## src/rtl/phaser_out_tap_pkg.sv

```systemverilog
// Purpose: shared types and constants for the PHASER_OUT tap-control sequencer.
// Latency: n/a (types, constants and a combinational helper only).
// Backpressure: n/a.
package phaser_out_tap_pkg;

    localparam int TAP_W = 6;
    localparam int CNT_W = 9;
    localparam int TMR_W = 9;
    localparam logic [TAP_W-1:0] TAP_MAX = 6'd63;

    typedef enum logic [1:0] {
        CMD_FINE   = 2'd0,
        CMD_COARSE = 2'd1,
        CMD_LOAD   = 2'd2,
        CMD_READ   = 2'd3
    } cmd_e;

    typedef enum logic [2:0] {
        ST_IDLE   = 3'd0,
        ST_PULSE  = 3'd1,
        ST_SETTLE = 3'd2,
        ST_LOAD   = 3'd3,
        ST_RDWAIT = 3'd4,
        ST_FIN    = 3'd5
    } state_e;

    // True when one more step in direction inc keeps the tap inside 0..TAP_MAX.
    function automatic logic step_ok(input logic [TAP_W-1:0] tap, input logic inc);
        return inc ? (tap != TAP_MAX) : (tap != '0);
    endfunction

endpackage

```

## src/rtl/phaser_out_settle_timer.sv

```systemverilog
// Purpose: loadable down-counter used for inter-step settling and counter-read waits.
// Latency: done is high in the load_val-th cycle after the load edge (load_val >= 1).
// Backpressure: none; a load always restarts the count.
// Ports: clk, rst (sync, active-high), load + load_val start a wait, done flags expiry.
module phaser_out_settle_timer
    import phaser_out_tap_pkg::*;
(
    input  logic             clk,
    input  logic             rst,
    input  logic             load,
    input  logic [TMR_W-1:0] load_val,
    output logic             done
);

    logic [TMR_W-1:0] cnt_q, cnt_d;

    always_comb begin
        cnt_d = cnt_q;
        if (load) begin
            // Count load_val-1..0 so that done lands in the load_val-th cycle.
            cnt_d = load_val - TMR_W'(1);
        end else if (cnt_q != '0) begin
            cnt_d = cnt_q - TMR_W'(1);
        end
    end

    always_ff @(posedge clk) begin
        if (rst) begin
            cnt_q <= '0;
        end else begin
            cnt_q <= cnt_d;
        end
    end

    assign done = (cnt_q == '0);

endmodule

```

## src/rtl/phaser_out_tap_ctrl.sv

```systemverilog
// Purpose: turns single-beat tap requests into spaced one-cycle PHASER_OUT strobes and keeps shadow taps.
// Latency: N steps -> DONE at 2+N*(1+SETTLE_CYCLES); count 0 and LOAD -> 2; READ -> 2+READ_WAIT.
// Backpressure: REQ_READY only in IDLE; one request in flight, next accept the cycle after DONE.
// Ports: SYSCLK/RST; REQ_* request channel; DONE/RSP_VAL/RSP_OVF response; FINE_TAP/COARSE_TAP shadow
//        taps; FINE*/COARSE*/COUNTER* pins to the phaser and FINEOVERFLOW/COARSEOVERFLOW from it.
// Build option: PHASER_OUT_TAP_OVF_ABORT_EN makes phaser overflow flags seen during SETTLE abort the sequence.
module phaser_out_tap_ctrl
    import phaser_out_tap_pkg::*;
#(
    parameter int unsigned SETTLE_CYCLES = 8,
    parameter int unsigned READ_WAIT     = 4,
    parameter int unsigned FINE_INIT     = 0,
    parameter int unsigned COARSE_INIT   = 0
) (
    input  logic             SYSCLK,
    input  logic             RST,
    input  logic             REQ_VALID,
    output logic             REQ_READY,
    input  logic [1:0]       REQ_CMD,
    input  logic             REQ_INC,
    input  logic [TAP_W-1:0] REQ_COUNT,
    input  logic [CNT_W-1:0] REQ_LOADVAL,
    output logic             DONE,
    output logic [CNT_W-1:0] RSP_VAL,
    output logic             RSP_OVF,
    output logic [TAP_W-1:0] FINE_TAP,
    output logic [TAP_W-1:0] COARSE_TAP,
    output logic             FINEENABLE,
    output logic             FINEINC,
    output logic             COARSEENABLE,
    output logic             COARSEINC,
    output logic             COUNTERLOADEN,
    output logic [CNT_W-1:0] COUNTERLOADVAL,
    output logic             COUNTERREADEN,
    input  logic [CNT_W-1:0] COUNTERREADVAL,
    input  logic             FINEOVERFLOW,
    input  logic             COARSEOVERFLOW
);

    localparam logic [TAP_W-1:0] FINE_INIT_V   = TAP_W'(FINE_INIT);
    localparam logic [TAP_W-1:0] COARSE_INIT_V = TAP_W'(COARSE_INIT);
    localparam logic [TMR_W-1:0] SETTLE_LD     = TMR_W'(SETTLE_CYCLES);
    // The wait after the final pulse is one cycle longer than the inter-step gap,
    // giving the phaser a full settle window plus one before completion is reported.
    localparam logic [TMR_W-1:0] SETTLE_LAST_LD = TMR_W'(SETTLE_CYCLES + 1);
    // The read strobe occupies the first RDWAIT cycle; capture READ_WAIT cycles later.
    localparam logic [TMR_W-1:0] RD_LD          = TMR_W'(READ_WAIT + 1);

    state_e           state_q, state_d;
    cmd_e             cmd_q, cmd_d;
    logic             inc_q, inc_d;
    logic [TAP_W-1:0] rem_q, rem_d;
    logic [CNT_W-1:0] loadval_q, loadval_d;
    logic [CNT_W-1:0] rsp_val_q, rsp_val_d;
    logic             ovf_q, ovf_d;
    logic             rd_en_q, rd_en_d;
    logic [TAP_W-1:0] fine_q, fine_d;
    logic [TAP_W-1:0] coarse_q, coarse_d;

    logic             tmr_load;
    logic [TMR_W-1:0] tmr_val;
    logic             tmr_done;

    logic [TAP_W-1:0] req_tap;
    logic [TAP_W-1:0] cur_tap;

`ifdef PHASER_OUT_TAP_OVF_ABORT_EN
    logic abort_q, abort_d;
    logic abort_now;
    assign abort_now = abort_q | ((cmd_q == CMD_COARSE) ? COARSEOVERFLOW : FINEOVERFLOW);
`else
    logic unused_ovf;
    assign unused_ovf = FINEOVERFLOW | COARSEOVERFLOW;
`endif

    assign req_tap = (cmd_e'(REQ_CMD) == CMD_COARSE) ? coarse_q : fine_q;
    assign cur_tap = (cmd_q == CMD_COARSE) ? coarse_q : fine_q;

    phaser_out_settle_timer u_timer (
        .clk      (SYSCLK),
        .rst      (RST),
        .load     (tmr_load),
        .load_val (tmr_val),
        .done     (tmr_done)
    );

    always_comb begin
        state_d   = state_q;
        cmd_d     = cmd_q;
        inc_d     = inc_q;
        rem_d     = rem_q;
        loadval_d = loadval_q;
        rsp_val_d = rsp_val_q;
        ovf_d     = ovf_q;
        rd_en_d   = 1'b0;
        fine_d    = fine_q;
        coarse_d  = coarse_q;
        tmr_load  = 1'b0;
        tmr_val   = SETTLE_LD;
`ifdef PHASER_OUT_TAP_OVF_ABORT_EN
        abort_d   = abort_q;
`endif

        case (state_q)
            ST_IDLE: begin
                if (REQ_VALID) begin
                    cmd_d     = cmd_e'(REQ_CMD);
                    inc_d     = REQ_INC;
                    rem_d     = REQ_COUNT;
                    loadval_d = REQ_LOADVAL;
                    ovf_d     = 1'b0;
`ifdef PHASER_OUT_TAP_OVF_ABORT_EN
                    abort_d   = 1'b0;
`endif
                    case (cmd_e'(REQ_CMD))
                        CMD_LOAD: state_d = ST_LOAD;
                        CMD_READ: begin
                            state_d  = ST_RDWAIT;
                            rd_en_d  = 1'b1;
                            tmr_load = 1'b1;
                            tmr_val  = RD_LD;
                        end
                        default: begin
                            if ((REQ_COUNT != '0) && step_ok(req_tap, REQ_INC)) begin
                                state_d = ST_PULSE;
                            end else begin
                                // No pulse: spend one wait cycle so completion timing
                                // matches the count-0 case; a blocked first step flags overflow.
                                state_d  = ST_SETTLE;
                                rem_d    = '0;
                                ovf_d    = (REQ_COUNT != '0);
                                tmr_load = 1'b1;
                                tmr_val  = TMR_W'(1);
                            end
                        end
                    endcase
                end
            end

            ST_PULSE: begin
                if (cmd_q == CMD_COARSE) begin
                    coarse_d = inc_q ? coarse_q + TAP_W'(1) : coarse_q - TAP_W'(1);
                end else begin
                    fine_d = inc_q ? fine_q + TAP_W'(1) : fine_q - TAP_W'(1);
                end
                rem_d    = rem_q - TAP_W'(1);
                state_d  = ST_SETTLE;
                tmr_load = 1'b1;
                tmr_val  = (rem_q == TAP_W'(1)) ? SETTLE_LAST_LD : SETTLE_LD;
            end

            ST_SETTLE: begin
`ifdef PHASER_OUT_TAP_OVF_ABORT_EN
                abort_d = abort_now;
`endif
                if (tmr_done) begin
`ifdef PHASER_OUT_TAP_OVF_ABORT_EN
                    if (abort_now) begin
                        state_d = ST_FIN;
                        ovf_d   = 1'b1;
                    end else
`endif
                    if (rem_q == '0) begin
                        state_d = ST_FIN;
                    end else if (step_ok(cur_tap, inc_q)) begin
                        state_d = ST_PULSE;
                    end else begin
                        state_d = ST_FIN;
                        ovf_d   = 1'b1;
                    end
                end
            end

            ST_LOAD: state_d = ST_FIN;

            ST_RDWAIT: begin
                if (tmr_done) begin
                    rsp_val_d = COUNTERREADVAL;
                    state_d   = ST_FIN;
                end
            end

            ST_FIN: state_d = ST_IDLE;

            default: state_d = ST_IDLE;
        endcase
    end

    always_ff @(posedge SYSCLK) begin
        if (RST) begin
            state_q   <= ST_IDLE;
            cmd_q     <= CMD_FINE;
            inc_q     <= 1'b0;
            rem_q     <= '0;
            loadval_q <= '0;
            rsp_val_q <= '0;
            ovf_q     <= 1'b0;
            rd_en_q   <= 1'b0;
            fine_q    <= FINE_INIT_V;
            coarse_q  <= COARSE_INIT_V;
`ifdef PHASER_OUT_TAP_OVF_ABORT_EN
            abort_q   <= 1'b0;
`endif
        end else begin
            state_q   <= state_d;
            cmd_q     <= cmd_d;
            inc_q     <= inc_d;
            rem_q     <= rem_d;
            loadval_q <= loadval_d;
            rsp_val_q <= rsp_val_d;
            ovf_q     <= ovf_d;
            rd_en_q   <= rd_en_d;
            fine_q    <= fine_d;
            coarse_q  <= coarse_d;
`ifdef PHASER_OUT_TAP_OVF_ABORT_EN
            abort_q   <= abort_d;
`endif
        end
    end

    assign REQ_READY      = (state_q == ST_IDLE);
    assign DONE           = (state_q == ST_FIN);
    assign RSP_VAL        = rsp_val_q;
    assign RSP_OVF        = ovf_q;
    assign FINE_TAP       = fine_q;
    assign COARSE_TAP     = coarse_q;
    assign FINEENABLE     = (state_q == ST_PULSE) && (cmd_q == CMD_FINE);
    assign COARSEENABLE   = (state_q == ST_PULSE) && (cmd_q == CMD_COARSE);
    assign FINEINC        = (state_q != ST_IDLE) && (cmd_q == CMD_FINE) && inc_q;
    assign COARSEINC      = (state_q != ST_IDLE) && (cmd_q == CMD_COARSE) && inc_q;
    assign COUNTERLOADEN  = (state_q == ST_LOAD);
    assign COUNTERLOADVAL = loadval_q;
    assign COUNTERREADEN  = rd_en_q;

endmodule

```

## config.mk

```make
export PLATFORM = sky130hd
export DESIGN_NAME = phaser_out_tap_ctrl
export DESIGN_NICKNAME = d
export VERILOG_FILES = /design/src/rtl/phaser_out_tap_pkg.sv /design/src/rtl/phaser_out_settle_timer.sv /design/src/rtl/phaser_out_tap_ctrl.sv
export SDC_FILE = /design/constraint.sdc
export NUM_CORES = 1
export LEC_CHECK = 0
export CAP_MARGIN = 25
export CORE_MARGIN = 1
export CORE_UTILIZATION = 45
export CTS_CLUSTER_DIAMETER = 80
export CTS_CLUSTER_SIZE = 24
export DETAILED_ROUTE_END_ITERATION = 10
export GPL_ROUTABILITY_DRIVEN = 1
export PLACE_DENSITY = 0.76
export SYNTH_ARGS = -nofsm -noshare
export SYNTH_HDL_FRONTEND = slang
export SYNTH_SLANG_ARGS = --single-unit
```

## constraint.sdc

```tcl
create_clock -name SYSCLK -period 2.48 [get_ports SYSCLK]
set_input_delay 0.744 -clock SYSCLK [delete_from_list [all_inputs] [get_ports SYSCLK]]
set_output_delay 0.744 -clock SYSCLK [all_outputs]
set_load 0.05 [all_outputs]
```

==> flow_summary.yaml <==
clocking:
  insertion_delay_ns: 0.30
  cts_buffers: 5
  htreeDepth: 2
  clk_pin_slew_ns: 0.10
  cts_hold_repair.buffers: 0
  cts_tree: "yes"
  cts_buffer_depth: 2
  cts.sinks: 53
  cts_root_buffer: "clkbuf_8"
floorplanning:
  ios: 71
  dieArea_um2: 7000
  die_h_um: 83.7
  start_util_pct: 47.0
  core_um2: 6390
  rows: 29
  die_w_um: 83.7
worst_setup_path:
  ff2ff_setup_slack_ns: 0.05
  r2r-start: "FINE_TAP[5]"
  startpoint_type: "input pin"
  critPathCaptureType: "register"
  r2r_end: "u_timer.cnt_q[2]"
  required_ns: 2.70
  cp_max_fo: 2
  path_class: "in2reg"
  setup.worst_path.start: "REQ_VALID"
  arrival_ns: 2.70
  r2r_cells: 7
timing:
  slew_violations: 0
  fin_skew_ns: 0.00610
  setup_viol: 0
  finalHoldViolations: 0
  tightest_slew_ns: 0.524
  slew_headroom_pct: 65.0
  fin_crit_sh_pct: 100
  fin_crit_ns: 2.48
  fmax_mhz: 403
  worst_slack_ns: 0.00000555
min_path:
  min_to: "COUNTERLOADVAL[3]"
  hold_depth: 2
  hold_start: "COUNTERLOADVAL[3]"
  hold_class: "reg2reg"
synth:
  synth_top_family_by_area: "simple AND/OR/NAND/NOR gates"
  ys_ff_latch: 53
  synthCells: 367
  synth_area_leaders: "dfxtp_1 35%, nand2_1 6.0%, a21oi_1 5.7%, ha_1 5.0%, mux2i_1 4.3%"
  synth-edff-count: 0
  synth_top_cell_area_share_pct: 35.3
  synth_compound_area_share_pct: 19.6
  synth_area_um2: 3000
  synth-adder-area-share_pct: 6.34
  syn_nets: 413
  synthSimpleGateAreaFrac_pct: 25.9
  synth_top_cell_by_area: "dfxtp_1"
  synth_cell_types: 57
  synth_xor_area_share_pct: 2.92
  synthArstFlopShare_pct: 0
  avgSynthCellArea_um2: 8.18
  ys_seq_area_share_pct: 35.3
  yosys_warnings: 0
  synthFlopType: "dfxtp_1"
  synthMuxAreaShare_pct: 6.34
power_and_ir_drop:
  power_density_nw_per_um2: 1140
  power_leakage_nw: 1.77
  ir_drop_mv: 0.917
drt:
  drt.antenna.violating_nets: 0
  route.detailed.drc: 0
  drt-initial-drc-count: 206
  first_pass_iters: 4
  via_per_inst: 5.64
  vias: 3105
  routedWlPerCell_um: 15.1
  drt_wl_total_um: 8320
finish:
  antenna_cells: 0
  fin_cells: 551
  nets: 519
  areaGrowthSynthToFinish_pct: 43.9
  layout-drive-gt1-share_pct: 21.3
  final_area_um2: 4320
  final_core_util_pct: 67.6
place:
  placed_area_um2: 4110
  place_inst: 534
  place_congestion: 0.875
  port-buffer-count: 68
  post-dp-hpwl_um: 6040
  post-place-ws_ns: -0.597
global_route:
  grt_pass1_wl_um: 13700
  grt_max_degree: 37
  track_usage_pct: 23.7
  overflow: 0
  antenna_found_initial: 0
  grt_pass1_vias: 2945
status:
  status: "finished, final reports clean"
job:
  drv_cap: 0
==> area by class of cell <==
cell class              count  area (um2)
fillers                   543        2070
flip-flops and latches     53        1060
clock inverters             2        10.0
repair buffers            118        1110
clock buffers               6        72.6
multi-input cells         286        1930
well taps                  77        96.3
inverters                   9        33.8
==> worst max path at each step <==
stage	end	slack [ns]	cells after the start
2_1_floorplan	u_timer.cnt_q[2]	-0.09	6
5_1_grt	u_timer.cnt_q[2]	-0.06	7
3_5_place_dp	u_timer.cnt_q[2]	-0.60	8
6_report	u_timer.cnt_q[2]	0.000006	7
3_3_place_gp	u_timer.cnt_q[2]	-0.55	8
4_1_cts	u_timer.cnt_q[2]	0.002	8
==> through the flow <==
| stage | setup TNS, ns | power [mW] | hold slack, ns |
|---|---|---|---|
| after floorplan | -0.123 | 3.35 | 0.455 |
| after global placement | -3.64 | 4.20 | 0.442 |
| final | 0 | 4.90 | 0.460 |
| after CTS | 0 | 4.82 | 0.462 |
| after global routing | -0.0601 | 5.25 | 0.479 |
| after detailed placement | -4.23 | 4.28 | 0.449 |
==> repair_timing <==
item,4_1_cts,5_1_grt
buffers inserted,7,2
gates resized for setup,25,8
cloned,0,0
endpoints found under the setup margin,3,11
pin swaps,7,4
==> power breakdown <==
part	switching, mW	internal [mW]
logic	1.80	1.34
clock network	0.281	0.197
registers	0.214	1.08
total	2.29	2.61
==> flip-flops by register name, summed over array words and instances, names as in the netlist <==
signal / count
RSP_VAL: 9
u_timer.cnt_q: 9
state_q: 3
COUNTERREADEN: 1
COUNTERLOADVAL: 9
COARSE_TAP: 6
rem_q: 6
FINE_TAP: 6
inc_q: 1
cmd_q: 2
RSP_OVF: 1
==> layout by cell type (no fill, tap or decap), types with 6 or more instances in the layout <==
cell and n:
mux2i_1 13, nand2_1 48, clkdlybuf4s50_1 52, xnor2_1 9, ha_1 12, o211ai_1 6
nor3_1 15, dfxtp_1 52, buf_4 49, o21ai_0 9, buf_12 6, a21oi_1 34
inv_1 9, nor2_1 33, nand3_1 11
==> logic make-up after synthesis <==
logic type                 Yosys count
adders and majority gates           14
and+or+nand+nor                    157
buffers and inverters               28
muxes                               16
DFF                                 53
xor gates and xnor gates            10
AOI/OAI and AO/OA                   89
==> synthesized netlist by cell type (3+ instances only) <==
cell       n
a21o_1     4
nor2b_1    5
or2_2      4
or4_1      6
clkbuf_1  17
nor3_1    21
nand2b_1   4
xnor2_1    9
ha_1      12
inv_1      9
o21ai_0   12
o21a_1     3
nor2_1    34
o211ai_1   6
mux2i_1   13
or3_1      4
nand3_1   11
o31ai_1    3
a211oi_1   7
dfxtp_1   53
nor4_1     6
a21oi_1   34
nand2_1   48
==> routing by layer <==
metal  share of wire, %  vias up  GRT usage, %
met5                  0        -             0
met4                1.1        0          5.39
met3                6.4       11          4.45
met2                 49       92          40.8
met1                 43     1461          30.6
li1                   -     1541             -
==> worst max-delay path: stages <==
cell,delay [ns]
clkdlybuf4s50_1,0.48
nor4b_4,0.25
nand2_1,0.13
or3_1,0.41
nor2b_1,0.15
ha_1,0.29
a221oi_2,0.25
(Power assumes the default switching activity.)
